==> config.mk <==
export PLATFORM = sky130hd
export DESIGN_NAME = xor_bus_master
export DESIGN_NICKNAME = d
export VERILOG_FILES = /design/src/rtl/xor_bus_master.sv
export SDC_FILE = /design/constraint.sdc
export NUM_CORES = 1
export LEC_CHECK = 0
export CAP_MARGIN = 20
export CORE_MARGIN = 2
export CORE_UTILIZATION = 40
export CTS_BUF_LIST = sky130_fd_sc_hd__clkbuf_8
export DETAILED_ROUTE_END_ITERATION = 6
export PLACE_DENSITY = 0.67
export SYNTH_ARGS = -nofsm -noshare
export SYNTH_HDL_FRONTEND = slang
export SYNTH_SLANG_ARGS = --single-unit
==> constraint.sdc <==
create_clock -name CLK -period 1.78 [get_ports CLK]
set_clock_uncertainty 0.1 [all_clocks]
set_input_delay 0.445 -clock CLK [delete_from_list [all_inputs] [get_ports CLK]]
set_output_delay 0.445 -clock CLK [all_outputs]
set_load 0.05 [all_outputs]
==> src/rtl/xor_bus_master.sv <==
// Bus master for the XOR target: pushes operand A and B, pops the result Y and returns it
// as a single response, giving up with rsp_err when a status poll never succeeds.
module xor_bus_master #(
    parameter int unsigned POLL_LIMIT = 16
) (
    input  logic       CLK,
    input  logic       RST_N,
    input  logic       cmd_valid,
    output logic       cmd_ready,
    input  logic       cmd_a,
    input  logic       cmd_b,
    output logic       rsp_valid,
    input  logic       rsp_ready,
    output logic       rsp_data,
    output logic       rsp_err,
    output logic       write_en,
    output logic [2:0] write_address,
    output logic       write_data,
    input  logic       write_rdy,
    output logic       read_en,
    output logic [2:0] read_address,
    input  logic       read_data,
    input  logic       read_rdy,
    output logic [7:0] done_count
);

    localparam logic [7:0] LastPoll = 8'(POLL_LIMIT - 1);

    typedef enum logic [2:0] {
        StIdle,
        StPollA,
        StWrA,
        StPollB,
        StWrB,
        StPollY,
        StRdY,
        StResp
    } state_e;

    state_e     state_q, state_d;
    logic [7:0] poll_cnt_q, poll_cnt_d;
    logic       a_q, a_d;
    logic       b_q, b_d;
    logic       data_q, data_d;
    logic       err_q, err_d;
    logic [7:0] done_q, done_d;
    logic       live_q;
    logic       poll_fail;

    // Holds cmd_ready low until the first clock edge after reset release.
    always_ff @(posedge CLK or negedge RST_N) begin
        if (!RST_N) begin
            live_q <= 1'b0;
        end else begin
            live_q <= 1'b1;
        end
    end

    always_ff @(posedge CLK or negedge RST_N) begin
        if (!RST_N) begin
            state_q    <= StIdle;
            poll_cnt_q <= 8'd0;
            a_q        <= 1'b0;
            b_q        <= 1'b0;
            data_q     <= 1'b0;
            err_q      <= 1'b0;
            done_q     <= 8'd0;
        end else begin
            state_q    <= state_d;
            poll_cnt_q <= poll_cnt_d;
            a_q        <= a_d;
            b_q        <= b_d;
            data_q     <= data_d;
            err_q      <= err_d;
            done_q     <= done_d;
        end
    end

    always_comb begin
        state_d    = state_q;
        poll_cnt_d = poll_cnt_q;
        a_d        = a_q;
        b_d        = b_q;
        data_d     = data_q;
        err_d      = err_q;
        done_d     = done_q;
        poll_fail  = 1'b0;

        case (state_q)
            StIdle: begin
                if (cmd_valid && live_q) begin
                    a_d        = cmd_a;
                    b_d        = cmd_b;
                    poll_cnt_d = 8'd0;
                    state_d    = StPollA;
                end
            end
            StPollA: begin
                if (read_rdy && read_data) state_d = StWrA;
                else                       poll_fail = 1'b1;
            end
            StWrA: begin
                if (write_rdy) begin
                    poll_cnt_d = 8'd0;
                    state_d    = StPollB;
                end
            end
            StPollB: begin
                if (read_rdy && read_data) state_d = StWrB;
                else                       poll_fail = 1'b1;
            end
            StWrB: begin
                if (write_rdy) begin
                    poll_cnt_d = 8'd0;
                    state_d    = StPollY;
                end
            end
            StPollY: begin
                if (read_rdy && read_data) state_d = StRdY;
                else                       poll_fail = 1'b1;
            end
            StRdY: begin
                if (read_rdy) begin
                    data_d  = read_data;
                    err_d   = 1'b0;
                    state_d = StResp;
                end
            end
            StResp: begin
                if (rsp_ready) begin
                    done_d  = done_q + 8'd1;
                    state_d = StIdle;
                end
            end
            default: state_d = StIdle;
        endcase

        // Shared timeout for all three poll states.
        if (poll_fail) begin
            if (poll_cnt_q >= LastPoll) begin
                data_d  = 1'b0;
                err_d   = 1'b1;
                state_d = StResp;
            end else begin
                poll_cnt_d = poll_cnt_q + 8'd1;
            end
        end
    end

    // Bus and handshake outputs depend on registered state only.
    always_comb begin
        write_en      = 1'b0;
        write_address = 3'd0;
        write_data    = 1'b0;
        read_en       = 1'b0;
        read_address  = 3'd0;
        cmd_ready     = 1'b0;
        rsp_valid     = 1'b0;
        rsp_data      = 1'b0;
        rsp_err       = 1'b0;

        case (state_q)
            StIdle:  cmd_ready = live_q;
            StPollA: begin
                read_en      = 1'b1;
                read_address = 3'd0;
            end
            StWrA: begin
                write_en      = 1'b1;
                write_address = 3'd4;
                write_data    = a_q;
            end
            StPollB: begin
                read_en      = 1'b1;
                read_address = 3'd1;
            end
            StWrB: begin
                write_en      = 1'b1;
                write_address = 3'd5;
                write_data    = b_q;
            end
            StPollY: begin
                read_en      = 1'b1;
                read_address = 3'd2;
            end
            StRdY: begin
                read_en      = 1'b1;
                read_address = 3'd3;
            end
            StResp: begin
                rsp_valid = 1'b1;
                rsp_data  = data_q;
                rsp_err   = err_q;
            end
            default: ;
        endcase
    end

    assign done_count = done_q;

endmodule
* Yosys cells after proc, flatten, opt, wreduce, memory -nomap -nowiden
Index checks and enable logic that the tools add are counted.
** Operators by class
- Multiplexer cells :: 35
- Divide/modulo/power cells :: 0
- Magnitude comparators :: 1
- Bitwise gates (word level) :: 0
- Reduce and logical (&&, ||, !) cells :: 8
- Shift operators :: 0
- Add/subtract/negate cells :: 2
- Multiply operators :: 0
- Equal/unequal tests :: 7
** Operators with widths (count)
- $mux W8 :: 4
- $mux W3 :: 10
- $pmux W3 S8 :: 1
- $add A8 B1 Y8 const B :: 2
- $mux W1 :: 16
- $pmux W8 S2 :: 1
- $eq A3 B3 Y1 const B :: 4
- $ge A8 B4 Y1 const B :: 1
- $eq A3 B2 Y1 const B :: 2
- $pmux W2 S3 :: 1
- $pmux W3 S2 :: 1
- $reduce_and A2 Y1 :: 2
- $reduce_or A4 Y1 :: 1
- $eq A3 B1 Y1 const B :: 1
- $logic_not A3 Y1 :: 1
- $reduce_or A3 Y1 :: 1
- $logic_and A1 B1 Y1 :: 2
- $pmux W1 S2 :: 1
- $reduce_or A2 Y1 :: 1
** Word-level totals
- Input port bits :: 9
- Memories :: 0
- RAM bits :: 0
- Latch bits :: 0
- Memory bits (read-only) :: 0
- Register bits :: 24

* Logic depth before layout (Yosys ltp)
- Depth in word-level cells :: 5
- Depth in mapped cells :: 6

* Least setup slack after synthesis
OpenSTA, ideal clock, no wires.
- Kind :: reg2out
- Start point :: register state_q[0]
- End point :: output cmd_ready
- Cell stages (with the launch flop) :: 4
- Path slack :: -1.099 ns
- Arrival :: 2.334 ns
- Data required time :: 1.235 ns
- Path through :: dfrtp_1 -> buf_4 -> clkbuf_1 -> nor4b_1
** On the way
- Word-level cells in the longest chain between the ends :: 2
** RTL lines
- from (decl) :: line 40 : state_e state_q, state_d;
- from (signal assigned) :: line 61 : state_q <= StIdle;
- from (signal assigned) :: line 69 : state_q <= state_d;
- $logic_not A3 Y1 :: line 162 : case (state_q)
- $mux W1 :: line 162
- to (decl) :: line 9 : output logic cmd_ready,
Every way passes these cells.

* Final worst setup path
- Start point :: register state_q[2]
- End point :: output cmd_ready
The elaborated chain is that of the path after synthesis.

==> report_table.html <==
<table>
<tr><th>Metric</th><th>Value</th></tr>
<tr><th colspan="2">Floorplanning</th></tr>
<tr><td>Vertical die dimension</td><td>59.73 µm</td></tr>
<tr><td>Standard cell core area</td><td>about 3000 µm²</td></tr>
<tr><td>Initial standard-cell utilization of the core</td><td>0.4138</td></tr>
<tr><td>Number of placement rows</td><td>20</td></tr>
<tr><td>DIE WIDTH</td><td>59.73 µm</td></tr>
<tr><td>Io pins</td><td>30</td></tr>
<tr><td>Die Footprint</td><td>~3600 µm²</td></tr>
<tr><th colspan="2">STA</th></tr>
<tr><td>Final slew viol count</td><td>0</td></tr>
<tr><td>Post-route worst setup slack</td><td>-0.1302 ns</td></tr>
<tr><td>Fin crit share</td><td>1.073</td></tr>
<tr><td>Final setup viols</td><td>10</td></tr>
<tr><td>Setup repair after global routing missed its margin</td><td>yes</td></tr>
<tr><td>Final worst path period need</td><td>approximately 1.9 ns</td></tr>
<tr><td>Aggregate negative setup slack</td><td>-0.9313 ns</td></tr>
<tr><td>Fmax</td><td>between 500 and 600 MHz</td></tr>
<tr><td>Hold Violations, Final</td><td>0</td></tr>
<tr><td>Worst hold slack</td><td>~0.42 ns</td></tr>
<tr><th colspan="2">CTS</th></tr>
<tr><td>Clock tree sinks</td><td>24</td></tr>
<tr><td>Clock tree from TritonCTS</td><td>done</td></tr>
<tr><td>Clk_lat worst skew</td><td>roughly 0.26 ns</td></tr>
<tr><td>Clock-pin slew reported for the worst setup and hold paths after clock tree synthesis</td><td>approximately 0.080 ns</td></tr>
<tr><td>Total CTS buffers</td><td>3</td></tr>
<tr><td>CTS root buf</td><td>clkbuf_8</td></tr>
<tr><td>H-Tree Level Count</td><td>1</td></tr>
<tr><td>Maximum clock insertion buffer count</td><td>2</td></tr>
<tr><th colspan="2">Synthesis</th></tr>
<tr><td>Number of flops mapped to enable cells by yosys</td><td>0</td></tr>
<tr><td>Post-Synth Adder-Cell Area</td><td>0.02014</td></tr>
<tr><td>Fraction of the mapped netlist area in compound gates</td><td>0.1067</td></tr>
<tr><td>Fraction of synthesized cell area in xor and xnor cells</td><td>0.08459</td></tr>
<tr><td>Synthesized-area fraction occupied by and/or/nand/nor cells</td><td>0.2205</td></tr>
<tr><td>Cell variety after synth</td><td>37</td></tr>
<tr><td>Proportion of synthesized chip area in sequential cells</td><td>0.4834</td></tr>
<tr><td>Mapped Area</td><td>1242 µm²</td></tr>
<tr><td>Main combinational cell family by area after synthesis</td><td>simple AND/OR/NAND/NOR gates</td></tr>
<tr><td>Commonest register cell after synthesis</td><td>dfrtp_1</td></tr>
<tr><td>Yosys Warn Count</td><td>0</td></tr>
<tr><td>Mapped Avg Cell Area</td><td>roughly 11 µm²</td></tr>
<tr><td>Share of cell area taken by muxes after synthesis</td><td>0.03625</td></tr>
<tr><td>Async set or reset register ratio after synthesis</td><td>1.000</td></tr>
<tr><td>Cells after synthesis</td><td>approximately 120</td></tr>
<tr><td>Synthesized flop and latch total</td><td>24</td></tr>
<tr><th colspan="2">Power</th></tr>
<tr><td>Internal power contribution</td><td>0.002399 W</td></tr>
<tr><td>Pwr/cell area</td><td>1933 nW/µm²</td></tr>
<tr><td>Sw frac</td><td>0.4215</td></tr>
<tr><td>Total Power</td><td>between 0.004 and 0.005 W</td></tr>
<tr><td>Peak supply drop</td><td>between 1 and 1.5 mV</td></tr>
<tr><td>Fraction of power consumed by the clock network</td><td>0.075</td></tr>
<tr><td>Leakage power figure</td><td>between 0.9 and 1 nW</td></tr>
<tr><td>Combinational share of power</td><td>0.720</td></tr>
<tr><td>Net switching component of the power</td><td>~0.0017 W</td></tr>
<tr><td>Portion of total power attributed to sequential cells</td><td>0.205</td></tr>
<tr><th colspan="2">Setup path</th></tr>
<tr><td>Worst setup EP type</td><td>output port</td></tr>
<tr><td>Critical path start-end classification</td><td>reg -&gt; out</td></tr>
<tr><td>Worst reg2reg setup slack</td><td>-0.01 ns</td></tr>
<tr><td>Critical path startpoint category</td><td>register</td></tr>
<tr><td>Required time of the critical path</td><td>~1.2 ns</td></tr>
<tr><td>Depth of the worst register-to-register path</td><td>5</td></tr>
<tr><td>Critical Path Source</td><td>state_q[2]</td></tr>
<tr><td>Data arrival time of the critical path</td><td>1.37 ns</td></tr>
<tr><td>Capture point of the worst reg-to-reg path</td><td>a_q</td></tr>
<tr><td>Worst-path maximum fanout</td><td>6</td></tr>
<tr><td>Startpoint of the worst register-to-register path</td><td>state_q[2]</td></tr>
<tr><th colspan="2">Status</th></tr>
<tr><td>Result of the run</td><td>finished with violations</td></tr>
<tr><td>Failing checks</td><td>setup timing</td></tr>
<tr><th colspan="2">Place</th></tr>
<tr><td>Total of buffers placed on input and output ports</td><td>27</td></tr>
<tr><td>Post-Place Cells</td><td>around 180</td></tr>
<tr><td>Placed cell area</td><td>around 1900 µm²</td></tr>
<tr><td>Half-perimeter wire length after detailed placement</td><td>1903 µm</td></tr>
<tr><td>Global placement routability congestion</td><td>between 0.8 and 0.9</td></tr>
<tr><th colspan="2">Routing</th></tr>
<tr><td>DR pass1 iterations</td><td>4</td></tr>
<tr><td>Total number of vias</td><td>about 1000</td></tr>
<tr><td>Number of nets with antenna violations after routing</td><td>0</td></tr>
<tr><td>Via density</td><td>~5.1</td></tr>
<tr><td>Wire length reported by the detailed router</td><td>just under 3000 µm</td></tr>
<tr><td>Number of DRC markers after the initial detailed-route iteration</td><td>17</td></tr>
<tr><td>Drc violations</td><td>0</td></tr>
<tr><td>Average wire per cell in the routed design</td><td>approximately 15 µm</td></tr>
<tr><th colspan="2">Global route</th></tr>
<tr><td>Overall global routing resource usage</td><td>0.1737</td></tr>
<tr><td>First-pass GRT wire length</td><td>approximately 4700 µm</td></tr>
<tr><td>Grt total ovfl</td><td>0</td></tr>
<tr><td>Number of antenna violations at the first check in global routing</td><td>0</td></tr>
<tr><td>Maximum number of pins on one net before global-route repair</td><td>25</td></tr>
<tr><td>Via count of the first global-routing pass</td><td>~1000</td></tr>
<tr><th colspan="2">Hold path</th></tr>
<tr><td>Path category of the worst min-delay check</td><td>reg -&gt; reg</td></tr>
<tr><td>Startpoint of the worst hold path</td><td>poll_cnt_q[3]</td></tr>
<tr><td>Worst Hold End</td><td>poll_cnt_q[3]</td></tr>
<tr><td>Hold path depth</td><td>1</td></tr>
<tr><th colspan="2">Final layout</th></tr>
<tr><td>Layout Area Growth over Synthesis</td><td>72.71%</td></tr>
<tr><td>Number of nets in the layout</td><td>180</td></tr>
<tr><td>Final Instance Area</td><td>about 2100 µm²</td></tr>
<tr><td>Non-filler instance count after layout</td><td>200</td></tr>
<tr><td>Share of post-route cells with drive strength above 1</td><td>0.4790</td></tr>
<tr><td>Antenna diode count</td><td>0</td></tr>
<tr><th colspan="2">Run</th></tr>
<tr><td>MaxCap Viol Count</td><td>0</td></tr>
</table>
[cell usage after synthesis (2+ instances only)]
master,count,share of area
ha_1,2,0.020
and2_1,6,0.030
mux2_2,4,0.036
o21bai_1,2,0.012
clkbuf_1,3,0.0091
o21ai_0,4,0.016
conb_1,2,0.0060
nand3b_1,2,0.012
nor2_1,4,0.012
xnor2_1,8,0.056
and3_1,3,0.015
dfrtp_1,24,0.48
nand2_1,10,0.030
nor3b_1,2,0.012
nand3_1,6,0.024
and4_1,2,0.014
xor2_1,4,0.028
nor2b_1,4,0.020
buf_4,5,0.030
[cell type report]
type / instances / area, µm²
clock buffer: 3 / 41.29
fill: 202 / 857.1
inverter: 1 / 3.754
multi-input combinational: 83 / 744.5
sequential: 24 / 601.8
tap: 33 / 41.29
timing repair buffer: 56 / 713.2
[through the flow]
stage | util | worst slack (ns)
2_1_floorplan | - | -0.08193
3_3_place_gp | 0.6267 | -0.1198
3_5_place_dp | 0.6267 | -0.1790
4_1_cts | 0.6804 | -0.1195
5_1_grt | 0.7146 | -0.2064
6_report | 0.7146 | -0.1302
[timing repair]
action / in CTS / in global routing
setup buffers: 8 / 6
hold endpoints to repair: 0 / 0
hold buffers: 0 / 0
pin swaps: 2 / 11
resized for setup: 15 / 12
setup endpoints to repair: 11 / 16
[state kept, by name, indices dropped and copies added (netlist names)]
name,cells
err_q,1
live_q,1
a_q,1
data_q,1
done_count,8
poll_cnt_q,8
b_q,1
state_q,3
[cells in the final DEF (no fill, tap or decap), drive strengths merged, types with 3 or more instances in the layout]
master         instances
nor2                   4
o21ai                  4
clkbuf                 3
clkdlybuf4s50          8
mux2                   4
xor2                   4
nand2                 10
xnor2                  8
and4                   3
nand3                  6
nor2b                  4
and3                   3
dfrtp                 24
and2                   6
conb                   3
buf                   48
[per-layer routing]
layer	GRT usage	vias up	share of wire
met5	0	-	0
met4	0.05079	0	0.0095
met3	0.03247	4	0.042
met2	0.2748	25	0.48
met1	0.2434	495	0.47
li1	-	498	-
[kinds of logic (layout without fill, tap and decap cells)]
| kind of cell | count (synthesis) | in the layout |
|---|---|---|
| AO/OA/AOI/OAI | 17 | 17 |
| XOR/XNOR | 12 | 12 |
| adder cells (fa/ha/maj) | 2 | 2 |
| buffers and inverters | 9 | 60 |
| flip-flops | 24 | 24 |
| multiplexers | 4 | 4 |
| other | 2 | 3 |
| AND/OR/NAND/NOR | 45 | 45 |
[worst max path at each step]
stage / endpoint / slack [ns] / cells after the start
floorplan: cmd_ready / -0.08 / 3
global route: cmd_ready / -0.21 / 3
finish: cmd_ready / -0.13 / 3
CTS: cmd_ready / -0.12 / 3
global placement: a_q / -0.12 / 4
detailed placement: done_count[5] / -0.18 / 5
[power by group through the flow]
| stage | Combinational, W | Clock [W] | Sequential (W) |
|---|---|---|---|
| floorplan | 0.00134 | 0 | 0.000918 |
| global placement | 0.00233 | 0 | 0.000860 |
| detailed placement | 0.00237 | 0 | 0.000868 |
| CTS | 0.00272 | 0.000313 | 0.000840 |
| global route | 0.00315 | 0.000350 | 0.000871 |
| finish | 0.00299 | 0.000311 | 0.000851 |
[worst max-delay path, cell delays in order, from the launching register on]
cell and delay (ns):
dfrtp_2 0.46, buf_4 0.16, nor4b_4 0.31, buf_12 0.18
(Power assumes the default switching activity.)
